$ cat src/rtl/sap_microseq.sv
// sap_microseq: SAP-1 microsequencer. Decodes the live opcode and micro-step
// into datapath control lines with zero latency. Each instruction ends on its
// own last step. JC/JZ jump on flags, HLT latches until reset, and step_en
// stalls the sequencer.
// Optional build macro SAP_SINGLE_STEP_EN adds a step_req input. With it, each
// rising edge of step_req permits exactly one step advance.
module sap_microseq #(
  parameter int unsigned OPCODE_W  = 4,
  parameter int unsigned FLAGS_W   = 4,
  parameter int unsigned MAX_STEPS = 6,
  parameter int unsigned CF_BIT    = 0,
  parameter int unsigned ZF_BIT    = 1,
  localparam int unsigned SW       = $clog2(MAX_STEPS)
) (
  input  logic                clk,
  input  logic                rst,
  input  logic                step_en,
`ifdef SAP_SINGLE_STEP_EN
  input  logic                step_req,
`endif
  input  logic [OPCODE_W-1:0] opcode,
  input  logic [FLAGS_W-1:0]  flags,
  output logic                halt,
  output logic                reg_a_in,
  output logic                reg_a_out,
  output logic                reg_b_in,
  output logic                reg_b_out,
  output logic                alu_out,
  output logic                alu_sub,
  output logic                instr_in,
  output logic                instr_out,
  output logic                mar_in,
  output logic                ram_in,
  output logic                ram_out,
  output logic                reg_out,
  output logic                pc_inc,
  output logic                pc_out,
  output logic                pc_jmp,
  output logic [FLAGS_W-1:0]  reg_flags_in,
  output logic [SW-1:0]       step_out,
  output logic                instr_done
);

  typedef enum logic [3:0] {
    OP_NOP = 4'd0,
    OP_LDA = 4'd1,
    OP_ADD = 4'd2,
    OP_SUB = 4'd3,
    OP_STA = 4'd4,
    OP_LDI = 4'd5,
    OP_JMP = 4'd6,
    OP_JC  = 4'd7,
    OP_JZ  = 4'd8,
    OP_OUT = 4'd14,
    OP_HLT = 4'd15
  } op_e;

  logic [SW-1:0] t;
  logic          halted;
  logic [SW-1:0] last;
  logic          go;
  logic          at_t2, at_t3, at_t4;

  assign at_t2 = (t == SW'(2));
  assign at_t3 = (t == SW'(3));
  assign at_t4 = (t == SW'(4));

`ifdef SAP_SINGLE_STEP_EN
  logic req_q;
  logic rise_q;

  // Registered rising-edge detector; rise_q is a one-cycle permit to step
  always_ff @(posedge clk) begin
    if (rst) begin
      req_q  <= 1'b0;
      rise_q <= 1'b0;
    end else begin
      req_q  <= step_req;
      rise_q <= step_req & ~req_q;
    end
  end

  assign go = step_en & ~halted & rise_q;
`else
  assign go = step_en & ~halted;
`endif

  // Last micro-step of the current instruction
  always_comb begin
    last = SW'(2);
    case (opcode)
      OPCODE_W'(OP_LDA), OPCODE_W'(OP_STA): last = SW'(3);
      OPCODE_W'(OP_ADD), OPCODE_W'(OP_SUB): last = SW'(4);
      default:                              last = SW'(2);
    endcase
  end

  // Step counter and halt latch; HLT parks at T2 instead of wrapping to T0
  always_ff @(posedge clk) begin
    if (rst) begin
      t      <= '0;
      halted <= 1'b0;
    end else if (go) begin
      if (opcode == OPCODE_W'(OP_HLT) && at_t2) begin
        halted <= 1'b1;
      end else if (t == last || t == SW'(MAX_STEPS - 1)) begin
        t <= '0;
      end else begin
        t <= t + SW'(1);
      end
    end
  end

  // Control decode from step, live opcode/flags and halt state
  always_comb begin
    {halt, reg_a_in, reg_a_out, reg_b_in, reg_b_out, alu_out, alu_sub,
     instr_in, instr_out, mar_in, ram_in, ram_out, reg_out, pc_inc,
     pc_out, pc_jmp} = '0;
    reg_flags_in = '0;
    if (halted) begin
      halt = 1'b1;
    end else if (t == SW'(0)) begin
      pc_out = 1'b1;
      mar_in = 1'b1;
    end else if (t == SW'(1)) begin
      ram_out  = 1'b1;
      instr_in = 1'b1;
      pc_inc   = 1'b1;
    end else begin
      case (opcode)
        OPCODE_W'(OP_LDA): begin
          if (at_t2) begin
            instr_out = 1'b1;
            mar_in    = 1'b1;
          end else if (at_t3) begin
            ram_out  = 1'b1;
            reg_a_in = 1'b1;
          end
        end
        OPCODE_W'(OP_ADD), OPCODE_W'(OP_SUB): begin
          if (at_t2) begin
            instr_out = 1'b1;
            mar_in    = 1'b1;
          end else if (at_t3) begin
            ram_out  = 1'b1;
            reg_b_in = 1'b1;
          end else if (at_t4) begin
            alu_out      = 1'b1;
            reg_a_in     = 1'b1;
            reg_flags_in = '1;
            alu_sub      = (opcode == OPCODE_W'(OP_SUB));
          end
        end
        OPCODE_W'(OP_STA): begin
          if (at_t2) begin
            instr_out = 1'b1;
            mar_in    = 1'b1;
          end else if (at_t3) begin
            reg_a_out = 1'b1;
            ram_in    = 1'b1;
          end
        end
        OPCODE_W'(OP_LDI): begin
          if (at_t2) begin
            instr_out = 1'b1;
            reg_a_in  = 1'b1;
          end
        end
        OPCODE_W'(OP_JMP): begin
          if (at_t2) begin
            instr_out = 1'b1;
            pc_jmp    = 1'b1;
          end
        end
        OPCODE_W'(OP_JC): begin
          if (at_t2 && flags[CF_BIT]) begin
            instr_out = 1'b1;
            pc_jmp    = 1'b1;
          end
        end
        OPCODE_W'(OP_JZ): begin
          if (at_t2 && flags[ZF_BIT]) begin
            instr_out = 1'b1;
            pc_jmp    = 1'b1;
          end
        end
        OPCODE_W'(OP_OUT): begin
          if (at_t2) begin
            reg_a_out = 1'b1;
            reg_out   = 1'b1;
          end
        end
        OPCODE_W'(OP_HLT): begin
          if (at_t2) halt = 1'b1;
        end
        default: ;
      endcase
    end
  end

  assign step_out   = t;
  assign instr_done = (t == last) && !halted;

endmodule

$ cat config.mk
export PLATFORM = sky130hd
export DESIGN_NAME = sap_microseq
export DESIGN_NICKNAME = d
export VERILOG_FILES = /design/src/rtl/sap_microseq.sv
export SDC_FILE = /design/constraint.sdc
export NUM_CORES = 1
export LEC_CHECK = 0
export CORE_ASPECT_RATIO = 0.75
export CORE_MARGIN = 2
export CORE_UTILIZATION = 35
export DETAILED_ROUTE_END_ITERATION = 10
export PLACE_DENSITY = 0.81
export SETUP_SLACK_MARGIN = 0.02
export SLEW_MARGIN = 20
export SYNTH_ARGS = -nofsm -noshare
export SYNTH_HDL_FRONTEND = slang
export SYNTH_SLANG_ARGS = --single-unit
export TNS_END_PERCENT = 5
$ cat constraint.sdc
create_clock -name clk -period 1.8 [get_ports clk]
set_input_delay 0.27 -clock clk [delete_from_list [all_inputs] [get_ports clk]]
set_output_delay 0.27 -clock clk [all_outputs]
set_load 0.05 [all_outputs]
==> results of run 1 <==
[metrics by stage]
stage / setup TNS (ns) / util, % / hold slack (ns) / area, um^2
after floorplan: -4.01 / - / 0.342 / 807
after global placement: -4.68 / 80.2 / 0.596 / 1440
after detailed placement: -5.43 / 80.2 / 0.599 / 1440
after CTS: -3.44 / 95.0 / 0.629 / 1700
[synthesized netlist by cell type (2+ instances only)]
library cell / instances / area [um^2]
a22oi_1: 2 / 15.0
ha_1: 5 / 62.6
nand2_1: 6 / 22.5
clkbuf_1: 2 / 7.51
a32o_1: 2 / 20.0
a21oi_1: 3 / 15.0
o21ai_0: 7 / 35.0
buf_2: 2 / 10.0
nor3_1: 4 / 20.0
nor4_1: 4 / 25.0
buf_4: 8 / 60.1
nor2_1: 13 / 48.8
nand2b_1: 3 / 18.8
o211ai_1: 2 / 15.0
nor4b_1: 2 / 17.5
and3_1: 2 / 12.5
mux2i_1: 2 / 20.0
dfxtp_1: 4 / 80.1
nor2b_1: 5 / 31.3
inv_1: 6 / 22.5
or3_1: 2 / 12.5
[kinds of logic after synthesis]
family	Yosys count
xor gates and xnor gates	1
buffers and inverters	18
muxes	2
and+or+nand+nor	48
DFF	4
other	1
AOI/OAI and AO/OA	21
adders and majority gates	5
[timing repair]
action                                  4_1_cts
resized for setup                            45
setup buffers                                10
endpoints found under the setup margin       21
pin swaps                                    18
==> impl_metrics.tcl, run 1 <==
set metrics [dict create \
    status "aborted with a tool error" \
    stop_stage "global routing" \
    stop_error "[ERROR DPL-0033] detailed placement checks failed during check placement." \
    root_buffer "clkbuf_4" \
    dpl.cell_count 169 \
    cts-htree-levels 1 \
    worstEndpointType "primary output" \
    synth_adder_area_share_pct 9.12 \
    cts_buffers 3 \
    rows 13 \
    synth.distinct_cells 35 \
    port_buffers 31 \
    ys_warn_count 0 \
    async_reset_ff_share_pct 0 \
    ys_seq_area_share_pct 11.7 \
    crit_endpoint "reg_a_out" \
    die_w_um 55.1 \
    grt_max_degree 10 \
    synth-compound-area-share_pct 20.6 \
    synthFlopType "dfxtp_1" \
    antenna_found_initial 0 \
    synth.ff_latch_count 4 \
    pin_count 35 \
    muxShareOfSynthArea_pct 2.92 \
    die_h_um 42.3 \
    hold_buffers 0 \
    dp_hpwl_mm 2.10 \
    synth_edf_count 0 \
    dp_slack_ns -0.517 \
    place.gp.congestion 0.916 \
    cts_max_path_buffers 2 \
    syn-num-nets 116 \
    postSynthAreaPerCell_um2 6.86 \
    synthXorXnorAreaFrac_pct 1.28 \
    synth_cells 100 \
    start_util_pct 38.3 \
    cts.sinks 4 \
    synth_top_family_by_area "simple AND/OR/NAND/NOR gates" \
    syn_area_um2 686 \
    synth-simple-area-share_pct 39.2 \
]
==> run 2: changes to the inputs <==
Settings changed: CORE_AREA set to 2 2 63 65, CORE_ASPECT_RATIO 0.75 to not set, CORE_MARGIN 2 to not set, CORE_UTILIZATION 35 to not set, DIE_AREA set to 0 0 65 67, PLACE_DENSITY 0.81 to not set, PLACE_DENSITY_LB_ADDON set to 0.15, SETUP_SLACK_MARGIN 0.02 to not set.
Clock period 1.8 ns to 2.34 ns, I/O delays scaled along.
==> impl_metrics.tcl, run 2 <==
set metrics [dict create \
    dp_hpwl_mm 1.89 \
    cts-htree-levels 1 \
    track_usage_pct 11.3 \
    setup_viol 0 \
    die_area_um2 4360 \
    synth.distinct_cells 35 \
    cts_buffers 3 \
    crit_fanout 2 \
    drt-total-wl_mm 2.40 \
    maxCapViolCount 0 \
    synth.most_common_cell "nor2_1" \
    synth_top_area_share_pct 11.7 \
    status "complete, no violations" \
    grt_pass1_vias 834 \
    ff_latch_area_um2 88.8 \
    fillers 355 \
    hold_class "reg -> reg" \
    core_area_um2 3610 \
    hold_buffers 0 \
    synth_largest_area_cell "dfxtp_1" \
    tritoncts "yes" \
    tightestPinTransition_ns 0.498 \
    final_common_cell "buf_4" \
    final_antenna_net_count 0 \
    firstDrtPassIters 4 \
    syn2layout_area_growth_pct 118 \
    start_util_pct 19.0 \
    crit_type "in -> out" \
    largest_reg_flops 3 \
    async_reset_ff_share_pct 0 \
    synth_cells 100 \
    tns_ns 0 \
    synth_edf_count 0 \
    diodes 0 \
    vias_per_cell 4.54 \
    postSynthAreaPerCell_um2 6.86 \
    antenna_found_initial 0 \
    synth_common_cells "13 x nor2_1, 8 x buf_4, 7 x o21ai_0" \
    rsz0062_at_grt "yes" \
    cp.arrival_ns 1.96 \
    clock_skew_ns 0.00613 \
    synthFlopType "dfxtp_1" \
    crit_required_ns 1.99 \
    synth.ff_latch_count 4 \
    via_count 872 \
    rows 22 \
    drt_iter0_markers 28 \
    peakVddDrop_v 0.000318 \
    whs_ns 0.581 \
    fmax_ghz 0.432 \
    post-route-util_pct 41.5 \
    dp_slack_ns -0.108 \
    grt_pass1_wl_mm 3.82 \
    clock_latency_ns 0.22 \
    crit_path_start_kind "input port" \
    ys_warn_count 0 \
    syn_area_um2 686 \
    root_buffer "clkbuf_8" \
    cts_max_path_buffers 2 \
    cts.sinks 4 \
    pin_count 35 \
    hold_viol 0 \
    fin_ws_ns 0.0267 \
    max_stage_delay_ns 0.44 \
    multi_input_area_um2 657 \
    route.detailed.drc 0 \
    port_buffers 31 \
    clkTransAtPathRegs_ns 0.03 \
    finalNetCount 161 \
    mostFrequentLayoutCells "23 x buf_4, 16 x buf_12, 12 x nor2_1, 8 x clkdlybuf4s50_1" \
    final_max_slew_viol_count 0 \
    cpMaxStageDelayCell "clkdlybuf4s50_1" \
    cp_cell_sequence "clkdlybuf4s50_1, or3b_4, mux2i_1, or3_4, nor2_2, buf_12" \
    end_kind "output pin" \
    die_w_um 65 \
    grt_max_degree 17 \
    place.gp.congestion 0.828 \
    ys_seq_area_share_pct 11.7 \
    fin_crit_ns 2.31 \
    syn-num-nets 116 \
    synth.area.top_cells "dfxtp_1 12%, ha_1 9.1%, buf_4 8.8%" \
    layout-drive-gt1-share_pct 45.8 \
    overflow 0 \
    die_h_um 67 \
    powerDensity_nw_per_um2 331 \
    leakagePower_nw 0.603 \
    slew_headroom_pct 66.7 \
    wl_per_cell_um 12.5 \
    post-route-period-util_pct 98.9 \
]
run 2: where the power goes:
group / total, mW / internal, mW / switching, mW
clock network: 0.151 / 0.116 / 0.0351
logic: 0.263 / 0.115 / 0.148
registers: 0.0819 / 0.0730 / 0.00885
run 2: final timing paths:
kind	from	endpoint	slack (ns)	depth (start not counted)
worst max-delay path	opcode[3]	instr_done	0.03	6
worst min-delay path	step_out[1]$_SDFFE_PP0P_	step_out[1]$_SDFFE_PP0P_	0.58	1
worst max register to register	step_out[2]$_SDFFE_PP0P_	step_out[2]$_SDFFE_PP0P_	0.62	7
worst min register to register	step_out[1]$_SDFFE_PP0P_	step_out[1]$_SDFFE_PP0P_	0.58	1
run 2: per-stage QoR:
step	instances	power [mW]	instance area [um^2]
finish	192	0.496	1500
global route	192	0.524	1500
CTS	189	0.489	1450
detailed placement	182	0.324	1340
global placement	182	0.322	1340
floorplan	100	0.234	790
run 2: timing repair:
action	in CTS	in global routing
gates resized for setup	14	6
pin swaps	4	5
setup endpoints to repair	5	5
buffers inserted	3	3
run 2: kinds of logic (layout without fill, tap and decap cells):
kind of cell	count (synthesis)	in the layout	share of synthesized area [%]
AO/OA/AOI/OAI	21	21	20.6
XOR/XNOR	1	1	1.28
adder cells (fa/ha/maj)	5	5	9.12
buffers and inverters	18	62	14.6
flip-flops	4	4	11.7
multiplexers	2	2	2.92
other	1	1	0.547
AND/OR/NAND/NOR	48	48	39.2
run 2: layout make-up:
cell class | count | area share [%]
Clock buffer | 4 | 3.01
Inverter | 6 | 1.67
Multi-Input combinational cell | 78 | 43.9
Sequential cell | 4 | 5.93
Tap cell | 48 | 4.01
Timing Repair Buffer | 52 | 41.5
run 2: worst max-delay path, delay by kind of cell:
family	cells	cell delay (ns)
and+or+nand+nor	3	0.88
buffers and inverters	2	0.59
muxes	1	0.14
run 2: per-layer routing:
layer / part of all wire [%] / track usage [%] / vias up
li1: - / - / 439
met1: 44 / 13.5 / 412
met2: 53 / 21.1 / 21
met3: 3.5 / 1.86 / 0
met4: 0 / 2.39 / 0
met5: 0 / 0 / -
No activity file was read; power rests on OpenSTA's default activity.
